**config.mk**
```make
export PLATFORM = sky130hd
export DESIGN_NAME = heichips25_nibble_deser_flat
export DESIGN_NICKNAME = d
export VERILOG_FILES = /design/src/rtl/heichips25_nibble_deser_if.sv /design/src/rtl/heichips25_nibble_deser.sv /design/src/flat_wrapper.sv
export SDC_FILE = /design/constraint.sdc
export NUM_CORES = 1
export LEC_CHECK = 0
export CAP_MARGIN = 30
export CELL_PAD_IN_SITES_DETAIL_PLACEMENT = 1
export CELL_PAD_IN_SITES_GLOBAL_PLACEMENT = 1
export CORE_ASPECT_RATIO = 0.7
export CORE_MARGIN = 4
export CORE_UTILIZATION = 43
export DETAILED_ROUTE_END_ITERATION = 10
export GPL_TIMING_DRIVEN = 0
export HOLD_SLACK_MARGIN = 0.03
export PLACE_DENSITY_LB_ADDON = 0.1
export SYNTH_ARGS = -nofsm -noshare
export SYNTH_HDL_FRONTEND = slang
export SYNTH_SLANG_ARGS = --single-unit
```
**constraint.sdc**
```tcl
create_clock -name clk -period 3.2 [get_ports clk]
set_input_delay 0.64 -clock clk [delete_from_list [all_inputs] [get_ports clk]]
set_output_delay 0.64 -clock clk [all_outputs]
set_load 0.02 [all_outputs]
```
**src/rtl/heichips25_nibble_deser_if.sv**
```systemverilog
// Bundles the nibble-link receive handshakes, flush, and status outputs of heichips25_nibble_deser.
// master = upstream/consumer side (testbench or core), slave = the deserialiser itself.
interface heichips25_nibble_deser_if #(
  parameter int FIFO_DEPTH = 2
);
  localparam int FILL_W = $clog2(FIFO_DEPTH + 1);

  logic              flush_i;
  logic [3:0]        nib_data_i;
  logic              nib_valid_i;
  logic              nib_ready_o;
  logic [31:0]       word_data_o;
  logic              word_valid_o;
  logic              word_ready_i;
  logic [FILL_W-1:0] fill_o;
  logic              err_o;

  modport master (
    output flush_i, nib_data_i, nib_valid_i, word_ready_i,
    input  nib_ready_o, word_data_o, word_valid_o, fill_o, err_o
  );

  modport slave (
    input  flush_i, nib_data_i, nib_valid_i, word_ready_i,
    output nib_ready_o, word_data_o, word_valid_o, fill_o, err_o
  );
endinterface

```
**src/rtl/heichips25_nibble_deser.sv**
```systemverilog
// Nibble-link receiver: packs 8 LSN-first nibbles into 32-bit words and buffers them in a small FIFO.
// Optional partial-word idle timeout is built when NIBBLE_RX_TIMEOUT_EN is defined.
module heichips25_nibble_deser #(
  parameter int FIFO_DEPTH     = 2,
  parameter int TIMEOUT_CYCLES = 255
) (
  input  logic                           clk,
  input  logic                           rst,
  heichips25_nibble_deser_if.slave       bus
);
  localparam int PTR_W  = $clog2(FIFO_DEPTH);
  localparam int FILL_W = $clog2(FIFO_DEPTH + 1);

  logic [2:0]        cnt_reg, cnt_next;
  logic [PTR_W-1:0]  wr_ptr_reg, wr_ptr_next;
  logic [PTR_W-1:0]  rd_ptr_reg, rd_ptr_next;
  logic [FILL_W-1:0] fill_reg, fill_next;
  logic [27:0]       lane_word;
  logic [31:0]       push_word;
  logic [31:0]       mem_q [FIFO_DEPTH];
  logic              full, empty, nib_acc, push, pop, timeout;

  assign full    = (fill_reg == FILL_W'(FIFO_DEPTH));
  assign empty   = (fill_reg == '0);
  // Only the registered fill level gates the 8th nibble, so a same-cycle pop cannot free a slot.
  assign bus.nib_ready_o  = (cnt_reg != 3'd7) || !full;
  assign nib_acc          = bus.nib_valid_i && bus.nib_ready_o;
  assign push             = nib_acc && (cnt_reg == 3'd7);
  assign pop              = !empty && bus.word_ready_i;
  assign push_word        = {bus.nib_data_i, lane_word};
  assign bus.word_valid_o = !empty;
  assign bus.fill_o       = fill_reg;
  assign bus.word_data_o  = mem_q[rd_ptr_reg];

  genvar gi;
  generate
    for (gi = 0; gi < 7; gi++) begin : g_lane
      logic [3:0] lane_reg;
      always_ff @(posedge clk or posedge rst) begin
        if (rst) begin
          lane_reg <= '0;
        end else if (bus.flush_i || timeout) begin
          lane_reg <= '0;
        end else if (nib_acc && (cnt_reg == 3'(gi))) begin
          lane_reg <= bus.nib_data_i;
        end
      end
      assign lane_word[4*gi +: 4] = lane_reg;
    end

    // Storage is not cleared by flush; the head is only meaningful while word_valid_o is high.
    for (gi = 0; gi < FIFO_DEPTH; gi++) begin : g_entry
      logic [31:0] entry_reg;
      always_ff @(posedge clk or posedge rst) begin
        if (rst) begin
          entry_reg <= '0;
        end else if (!bus.flush_i && push && (wr_ptr_reg == PTR_W'(gi))) begin
          entry_reg <= push_word;
        end
      end
      assign mem_q[gi] = entry_reg;
    end
  endgenerate

`ifdef NIBBLE_RX_TIMEOUT_EN
  logic [15:0] tcnt_reg, tcnt_next;
  logic        err_reg;

  // The timeout fires on the idle cycle that would bring tcnt up to TIMEOUT_CYCLES.
  always_comb begin
    tcnt_next = tcnt_reg;
    timeout   = 1'b0;
    if (nib_acc || (cnt_reg == 3'd0)) begin
      tcnt_next = '0;
    end else if (!bus.nib_valid_i) begin
      if (tcnt_reg == 16'(TIMEOUT_CYCLES - 1)) begin
        timeout   = 1'b1;
        tcnt_next = '0;
      end else begin
        tcnt_next = tcnt_reg + 16'd1;
      end
    end
  end

  always_ff @(posedge clk or posedge rst) begin
    if (rst) begin
      tcnt_reg <= '0;
      err_reg  <= 1'b0;
    end else if (bus.flush_i) begin
      tcnt_reg <= '0;
      err_reg  <= 1'b0;
    end else begin
      tcnt_reg <= tcnt_next;
      err_reg  <= timeout;
    end
  end

  assign bus.err_o = err_reg;
`else
  assign timeout   = 1'b0;
  assign bus.err_o = 1'b0;
`endif

  always_comb begin
    cnt_next    = cnt_reg;
    wr_ptr_next = wr_ptr_reg;
    rd_ptr_next = rd_ptr_reg;
    fill_next   = fill_reg;
    if (bus.flush_i) begin
      cnt_next    = '0;
      wr_ptr_next = '0;
      rd_ptr_next = '0;
      fill_next   = '0;
    end else begin
      if (nib_acc) begin
        cnt_next = cnt_reg + 3'd1;
      end else if (timeout) begin
        cnt_next = '0;
      end
      if (push) begin
        wr_ptr_next = wr_ptr_reg + PTR_W'(1);
      end
      if (pop) begin
        rd_ptr_next = rd_ptr_reg + PTR_W'(1);
      end
      case ({push, pop})
        2'b10:   fill_next = fill_reg + FILL_W'(1);
        2'b01:   fill_next = fill_reg - FILL_W'(1);
        default: fill_next = fill_reg;
      endcase
    end
  end

  always_ff @(posedge clk or posedge rst) begin
    if (rst) begin
      cnt_reg    <= '0;
      wr_ptr_reg <= '0;
      rd_ptr_reg <= '0;
      fill_reg   <= '0;
    end else begin
      cnt_reg    <= cnt_next;
      wr_ptr_reg <= wr_ptr_next;
      rd_ptr_reg <= rd_ptr_next;
      fill_reg   <= fill_next;
    end
  end
endmodule

```
**src/flat_wrapper.sv**
```systemverilog
// flat-port wrapper written by rule: the top's interface ports become plain ports
module heichips25_nibble_deser_flat 
#(
  parameter int FIFO_DEPTH     = 2,
  parameter int TIMEOUT_CYCLES = 255
)
  (clk, rst, bus_flush_i, bus_nib_data_i, bus_nib_valid_i, bus_word_ready_i, bus_nib_ready_o, bus_word_data_o, bus_word_valid_o, bus_fill_o, bus_err_o);
  heichips25_nibble_deser_if #(.FIFO_DEPTH(FIFO_DEPTH)) bus_i ();
  input  logic clk;
  input  logic rst;
  input wire logic [$bits(bus_i.flush_i)-1:0] bus_flush_i;
  input wire logic [$bits(bus_i.nib_data_i)-1:0] bus_nib_data_i;
  input wire logic [$bits(bus_i.nib_valid_i)-1:0] bus_nib_valid_i;
  input wire logic [$bits(bus_i.word_ready_i)-1:0] bus_word_ready_i;
  output wire logic [$bits(bus_i.nib_ready_o)-1:0] bus_nib_ready_o;
  output wire logic [$bits(bus_i.word_data_o)-1:0] bus_word_data_o;
  output wire logic [$bits(bus_i.word_valid_o)-1:0] bus_word_valid_o;
  output wire logic [$bits(bus_i.fill_o)-1:0] bus_fill_o;
  output wire logic [$bits(bus_i.err_o)-1:0] bus_err_o;
  assign bus_i.flush_i = bus_flush_i;
  assign bus_i.nib_data_i = bus_nib_data_i;
  assign bus_i.nib_valid_i = bus_nib_valid_i;
  assign bus_i.word_ready_i = bus_word_ready_i;
  assign bus_nib_ready_o = bus_i.nib_ready_o;
  assign bus_word_data_o = bus_i.word_data_o;
  assign bus_word_valid_o = bus_i.word_valid_o;
  assign bus_fill_o = bus_i.fill_o;
  assign bus_err_o = bus_i.err_o;
  heichips25_nibble_deser #(.FIFO_DEPTH(FIFO_DEPTH), .TIMEOUT_CYCLES(TIMEOUT_CYCLES)) u_core (.clk(clk), .rst(rst), .bus(bus_i));
endmodule
```
==> results.cfg, run 1 <==
[placement]
io_buffers = 43
dp_hpwl_um = 6770
place_congestion = 0.751

[flow_run]
max_cap_viol_count = 0

[global_route]
antenna_found_initial = 0
grt-ovfl-total = 0
grt_usage = 0.175
grt_max_degree = 39
grt_pass1_wl_um = 16600
first_global_vias = 2982

[routing]
ant_nets = 0
firstDrtPassIters = 4
wl_um = 9970
drt_iter0_markers = 127
drc = 0
dr_total_vias = 2679
wl_per_cell_um = 19.4
via_per_inst = 5.21

[logic_synthesis]
ys_warn_count = 0
ys_seq_area_frac = 0.538
ys.flop_type = dfrtp_1
synthesis.nets = 336
yosys.area.top_type = dfrtp_1
netlist_instances = 321
synth.most_common_cell = dfrtp_1
synth_top_area_share = 0.538
netlist_top_cells_count = 99 x dfrtp_1, 67 x mux2_2, 32 x nand2b_1
ys_top_cells_by_area = dfrtp_1 54%, mux2_2 16%, mux2_4 9.8%
netlist_area_um2 = 4600
async_flop_share = 1.00
ys_types = 35
synth_area_per_cell_um2 = 14.3
ys_ff_latch = 99
synth-edff-count = 0

[power_and_ir_drop]
seqPwrFrac = 0.517
p_sw_mw = 0.543
internal_power_mw = 1.94
peakVddDrop_uv = 260
power_frac_comb = 0.056
p_sw_frac = 0.219
power_density_nw_per_um2 = 448
leakagePower_nw = 2.81
p_clk_frac = 0.427

[critical_path]
path_max_fanout = 10
critPathSlowestCell = clkdlybuf4s50_1
critical-path-top-delay-family = buffers and inverters
reg2reg_slack_ns = 0.65
cp_num_buf_inv = 3
endpoint_kind = output port
crit_type = flip-flop to output port
reg2reg_depth = 6
crit_path_cell_trace = clkbuf_1 -> clkbuf_2 -> mux2_2 -> clkdlybuf4s50_1
required_ns = 2.56
start_kind = flip-flop
cp.depth = 4
critPathMaxStageDelay_ns = 0.55
worst-endpoint-arrival_ns = 2.36

[clock_tree]
cts_tree = yes
insertion_delay_ns = 0.34
root_buffer = clkbuf_16
numCtsBuffers = 9
cts.sinks = 99
clockBufferDepth = 2
clk_pin_slew_ns = 0.07
cts_hold_buf = 0
cts_max_level = 3

[finish]
largest_reg_flops = 64
final_layout_size_suffix_gt1_frac = 0.340
fillCellCount = 1030
antennaDiodeCount = 0
final_nets = 392
area_growth_pct = 20.4

[timing]
tightest_slew_ns = 0.683
rsz0062_at_grt = false
setup_viol = 0
hold_viol = 0
fin_skew_ns = 0.00553
fin_crit_ns = 3.00
hold_ws_ns = 0.504
relSlewSlack = 0.543
clock.fmax_mhz = 333
setup_tns_ns = 0
fin_crit_sh = 0.939
slew_violations = 0

[min_path]
hold_depth = 1
hold_path_class = flip-flop to flip-flop

[floorplan]
initial_core_util = 0.443
die_w_um = 132
row_count = 31
dieHeight_um = 94.6
io_pins = 46
coreArea_um2 = 10400
die_area_um2 = 12400

[outcome]
outcome = finished clean
-- cell usage in the layout, fill, tap and decap left out, drive strengths merged, types with 2 or more instances in the layout --
cell type	instances
a21oi	3
buf	10
clkbuf	27
clkdlybuf4s50	43
dfrtp	99
ha	6
inv	3
mux2	97
mux2i	28
nand2b	32
nand3	2
nand3b	2
nand4	5
nor2	3
o21ai	2
-- kinds of logic (layout without fill, tap and decap cells) --
logic type                 after synthesis  count (layout)  share of synthesized area
muxes                                  125             125                      0.323
DFF                                     99              99                      0.538
and+or+nand+nor                         54              54                     0.0767
buffers and inverters                   24              85                     0.0277
AOI/OAI and AO/OA                       11              11                     0.0155
adders and majority gates                6               6                     0.0163
other                                    1               1                   0.000815
xor gates and xnor gates                 1               1                    0.00190
-- per-layer routing --
| layer | vias up | share of wire | routed length [um] | global-route usage |
|---|---|---|---|---|
| met1 | 1390 | 0.51 | 5060 | 0.247 |
| met5 | - | 0 | 0 | 0 |
| li1 | 1239 | - | - | - |
| met3 | 12 | 0.031 | 306 | 0.0474 |
| met4 | 0 | 0.013 | 129 | 0.0524 |
| met2 | 38 | 0.45 | 4470 | 0.265 |
-- layout make-up --
type	count	area, um2	area share
flip-flops and latches	99	2480	0.447
plain buffers	20	118	0.0212
well taps	132	165	0.0298
clock inverters	1	5.00	0.000904
clock buffers	15	288	0.0520
inverters	4	18.8	0.00339
multi-input cells	198	2000	0.361
repair buffers	45	470	0.0849
-- path summary, 6_finish.rpt --
check / endpoint / from
worst max-delay path: bus_word_data_o[29] / u_core.rd_ptr_reg
min in group asynchronous: u_core.g_entry[1].entry_reg[2] / rst
worst min register to register: u_core.g_entry[1].entry_reg[1] / u_core.g_entry[1].entry_reg[1]
worst max register to register: u_core.g_entry[1].entry_reg[20] / u_core.cnt_reg[0]
worst min-delay path: u_core.g_entry[1].entry_reg[1] / u_core.g_entry[1].entry_reg[1]
max in group asynchronous: u_core.g_entry[1].entry_reg[18] / rst
-- repair_timing --
item | 4_1_cts | 5_1_grt
endpoints found under the setup margin | 20 | 1
setup buffers | 0 | 0
pin swaps | 0 | 0
hold endpoints to repair | 0 | 0
resized for setup | 3 | 2
gates cloned | 0 | 0
-- through the flow --
stage          cells  power (mW)  instance area [um2]  utilization  setup slack, ns
2_1_floorplan    321        1.39                 4610            -             1.21
3_3_place_gp     496        1.44                 5200        0.500            0.277
3_5_place_dp     498        1.45                 5240        0.504            0.275
4_1_cts          514        2.52                 5540        0.533            0.128
5_1_grt          514        2.59                 5540        0.533            0.109
6_report         514        2.48                 5540        0.533            0.197
-- power by group through the flow --
stage                     Clock [mW]  Combinational, mW  Sequential (mW)
after floorplan                    0             0.0872             1.30
final                           1.06              0.139             1.28
after CTS                       1.09              0.143             1.28
after detailed placement           0              0.142             1.31
after global placement             0              0.135             1.31
after global routing            1.15              0.155             1.28
(Power assumes the default switching activity.)
==> inputs of run 2 (changes only) <==
--- a/config.mk
+++ b/config.mk
@@ -5,12 +5,13 @@
 export SDC_FILE = /design/constraint.sdc
 export NUM_CORES = 1
 export LEC_CHECK = 0
+export ABC_AREA = 1
 export CAP_MARGIN = 30
 export CELL_PAD_IN_SITES_DETAIL_PLACEMENT = 1
 export CELL_PAD_IN_SITES_GLOBAL_PLACEMENT = 1
 export CORE_ASPECT_RATIO = 0.7
 export CORE_MARGIN = 4
-export CORE_UTILIZATION = 43
+export CORE_UTILIZATION = 40
 export DETAILED_ROUTE_END_ITERATION = 10
 export GPL_TIMING_DRIVEN = 0
 export HOLD_SLACK_MARGIN = 0.03
==> run 2 against run 1 <==
  * Routed wire length increased by 9.6%
  * Non-clock buffer count unchanged
  * Clock-buffer cell count decreased by 5
  * Sequential share of layout area increased by 0.79 points
  * Critical endpoint is now bus_word_data_o[27]
  * Largest cell class unchanged
  * Highest routed layer unchanged
==> results.cfg, run 2 <==
[flow_run]
max_cap_viol_count = 0

[logic_synthesis]
synth_compound_area_frac = 0.154
synthMuxAreaShare = 0.0805
ys.flop_type = dfrtp_1
ys_types = 23
yosys.area_share.simple = 0.119
ys_warn_count = 0
netlist_instances = 437
synth.most_common_cell = nand2_1
ys_seq_area_frac = 0.554
ys_ff_latch = 99
synth_area_per_cell_um2 = 10.2
synthAdderAreaFrac = 0.0168
yosys.area.top_type = dfrtp_1
synth_top_family_by_area = compound AO/OA/AOI/OAI gates
synth_xor_area_frac = 0.00196
ys_top_cells_by_area = dfrtp_1 55%, nand2_1 9.1%, o21ai_2 8.8%
synth_top_area_share = 0.554
async_flop_share = 1.00
netlist_area_um2 = 4470
synthesis.nets = 452
netlist_top_cells_count = 108 x nand2_1, 99 x dfrtp_1, 45 x o21ai_2
synth-edff-count = 0

[critical_path]
endpoint_kind = output port
required_ns = 2.56
worst-endpoint-arrival_ns = 2.35
critPathSlowestCell = clkdlybuf4s50_1
critPathMaxStageDelay_ns = 0.54
path_max_fanout = 10
crit_path_cell_trace = clkbuf_1 -> buf_2 -> mux2_2 -> clkdlybuf4s50_1
crit_type = flip-flop to output port
start_kind = flip-flop

[global_route]
first_global_vias = 3384
grt_pass1_wl_um = 18100
antenna_found_initial = 0
grt_max_degree = 42
grt_usage = 0.181
grt-ovfl-total = 0

[power_and_ir_drop]
p_sw_frac = 0.270
internal_power_mw = 2.10
power_frac_comb = 0.156
p_sw_mw = 0.774
seqPwrFrac = 0.468
p_clk_frac = 0.376
leakagePower_nw = 2.51
power_density_nw_per_um2 = 527
peakVddDrop_uv = 286

[clock_tree]
clk_pin_slew_ns = 0.06
cts_setup_buffers = 0
cts_resized = 0
clockBufferDepth = 2
insertion_delay_ns = 0.34
cts_max_level = 3
root_buffer = clkbuf_16
cts_tree = yes
numCtsBuffers = 9
cts.sinks = 99
cts_hold_buf = 0

[finish]
area_growth_pct = 21.6
largest_reg_flops = 64
antennaDiodeCount = 0
design_area_um2 = 5440
final_cell_mix = 108 x nand2_1, 99 x dfrtp_1, 45 x o21ai_2
final_nets = 509
fillCellCount = 1241
final_layout_size_suffix_gt1_frac = 0.243
utilization = 0.496
final_common_cell = nand2_1

[timing]
setup_tns_ns = 0
layout_setup_ws_ns = 0.210
slew_violations = 0
tightest_slew_ns = 0.848
rsz0062_at_grt = false
fin_crit_ns = 2.99
hold_viol = 0
relSlewSlack = 0.432
fin_crit_sh = 0.935
fin_skew_ns = 0.00441
clock.fmax_mhz = 334
setup_viol = 0
hold_ws_ns = 0.481

[floorplan]
io_pins = 46
coreArea_um2 = 11000
dieHeight_um = 96.5
initial_core_util = 0.408
die_area_um2 = 13000
row_count = 32
die_w_um = 134

[routing]
ant_nets = 0
wl_um = 10900
wl_per_cell_um = 16.8
drt_iter0_markers = 141
drc = 0
firstDrtPassIters = 4
dr_total_vias = 3202
via_per_inst = 4.92

[placement]
dpl_worst_slack_ns = 0.535
dp_hpwl_um = 7510
placed_cell_area_um2 = 5150
place_congestion = 0.760
io_buffers = 44

[outcome]
outcome = finished clean

[min_path]
hold_path_class = flip-flop to flip-flop
[run 2: cell types whose count changed in the layout (fill, tap and decap cells not counted), sizes merged, moves of 3 or more]
cell,before,now
buf,10,19
clkbuf,27,12
clkinv,1,4
inv,3,44
mux2,97,32
mux2i,28,0
nand2,1,112
nand2b,32,0
nand3,2,9
nand4,5,2
nor2,3,8
o21ai,2,101
[run 2: final timing paths]
kind	slack (ns)	cells after the start	endpoint	from
worst max register to register	1.29	7	u_core.g_entry[0].entry_reg[29]	u_core.cnt_reg[0]
worst min register to register	0.48	2	u_core.g_entry[1].entry_reg[31]	u_core.g_entry[1].entry_reg[31]
max in group asynchronous	1.93	3	u_core.g_lane[1].lane_reg[1]	rst
worst min-delay path	0.48	2	u_core.g_entry[1].entry_reg[31]	u_core.g_entry[1].entry_reg[31]
min in group asynchronous	0.69	2	u_core.g_entry[1].entry_reg[22]	rst
worst max-delay path	0.21	4	bus_word_data_o[27]	u_core.rd_ptr_reg
[run 2: power by group through the flow]
stage               combinational (mW)  sequential [mW]  clock (mW)
floorplan                        0.277             1.37           0
global route                     0.493             1.35        1.16
finish                           0.447             1.34        1.08
global placement                 0.435             1.37           0
detailed placement               0.452             1.37           0
CTS                              0.455             1.34        1.11
[run 2: layer usage]
layer	wire (um)	GRT usage	up-vias
li1	-	-	1540
met3	326	0.0393	12
met1	5480	0.248	1614
met5	0	0	-
met4	103	0.0407	0
met2	5010	0.300	36
[run 2: layout make-up]
| cell class | instances | area [um2] | area share |
|---|---|---|---|
| multi-input cells | 274 | 1670 | 0.306 |
| clock buffers | 10 | 239 | 0.0439 |
| plain buffers | 19 | 163 | 0.0299 |
| repair buffers | 46 | 480 | 0.0883 |
| inverters | 45 | 173 | 0.0317 |
| flip-flops and latches | 99 | 2480 | 0.455 |
| well taps | 153 | 191 | 0.0352 |
| clock inverters | 5 | 53.8 | 0.00989 |
[run 2: cells by family (layout without fill, tap and decap cells)]
| family | Yosys count | in the layout |
|---|---|---|
| simple gates | 131 | 131 |
| compound gates | 103 | 103 |
| flops | 99 | 99 |
| buf+inv | 64 | 125 |
| mux | 32 | 32 |
| fa+ha+maj | 6 | 6 |
| other cells | 1 | 1 |
| xor+xnor | 1 | 1 |
[run 2: per-stage QoR]
step	power, mW	instances
floorplan	1.65	437
global placement	1.80	634
detailed placement	1.82	636
CTS	2.91	651
global route	3.00	651
finish	2.87	651
[run 2: worst max-delay path, delay by kind of cell, from the launching register on]
kind	cells	cell delay, ns
buffers and inverters	3	1.29
DFF	1	0.33
muxes	1	0.39
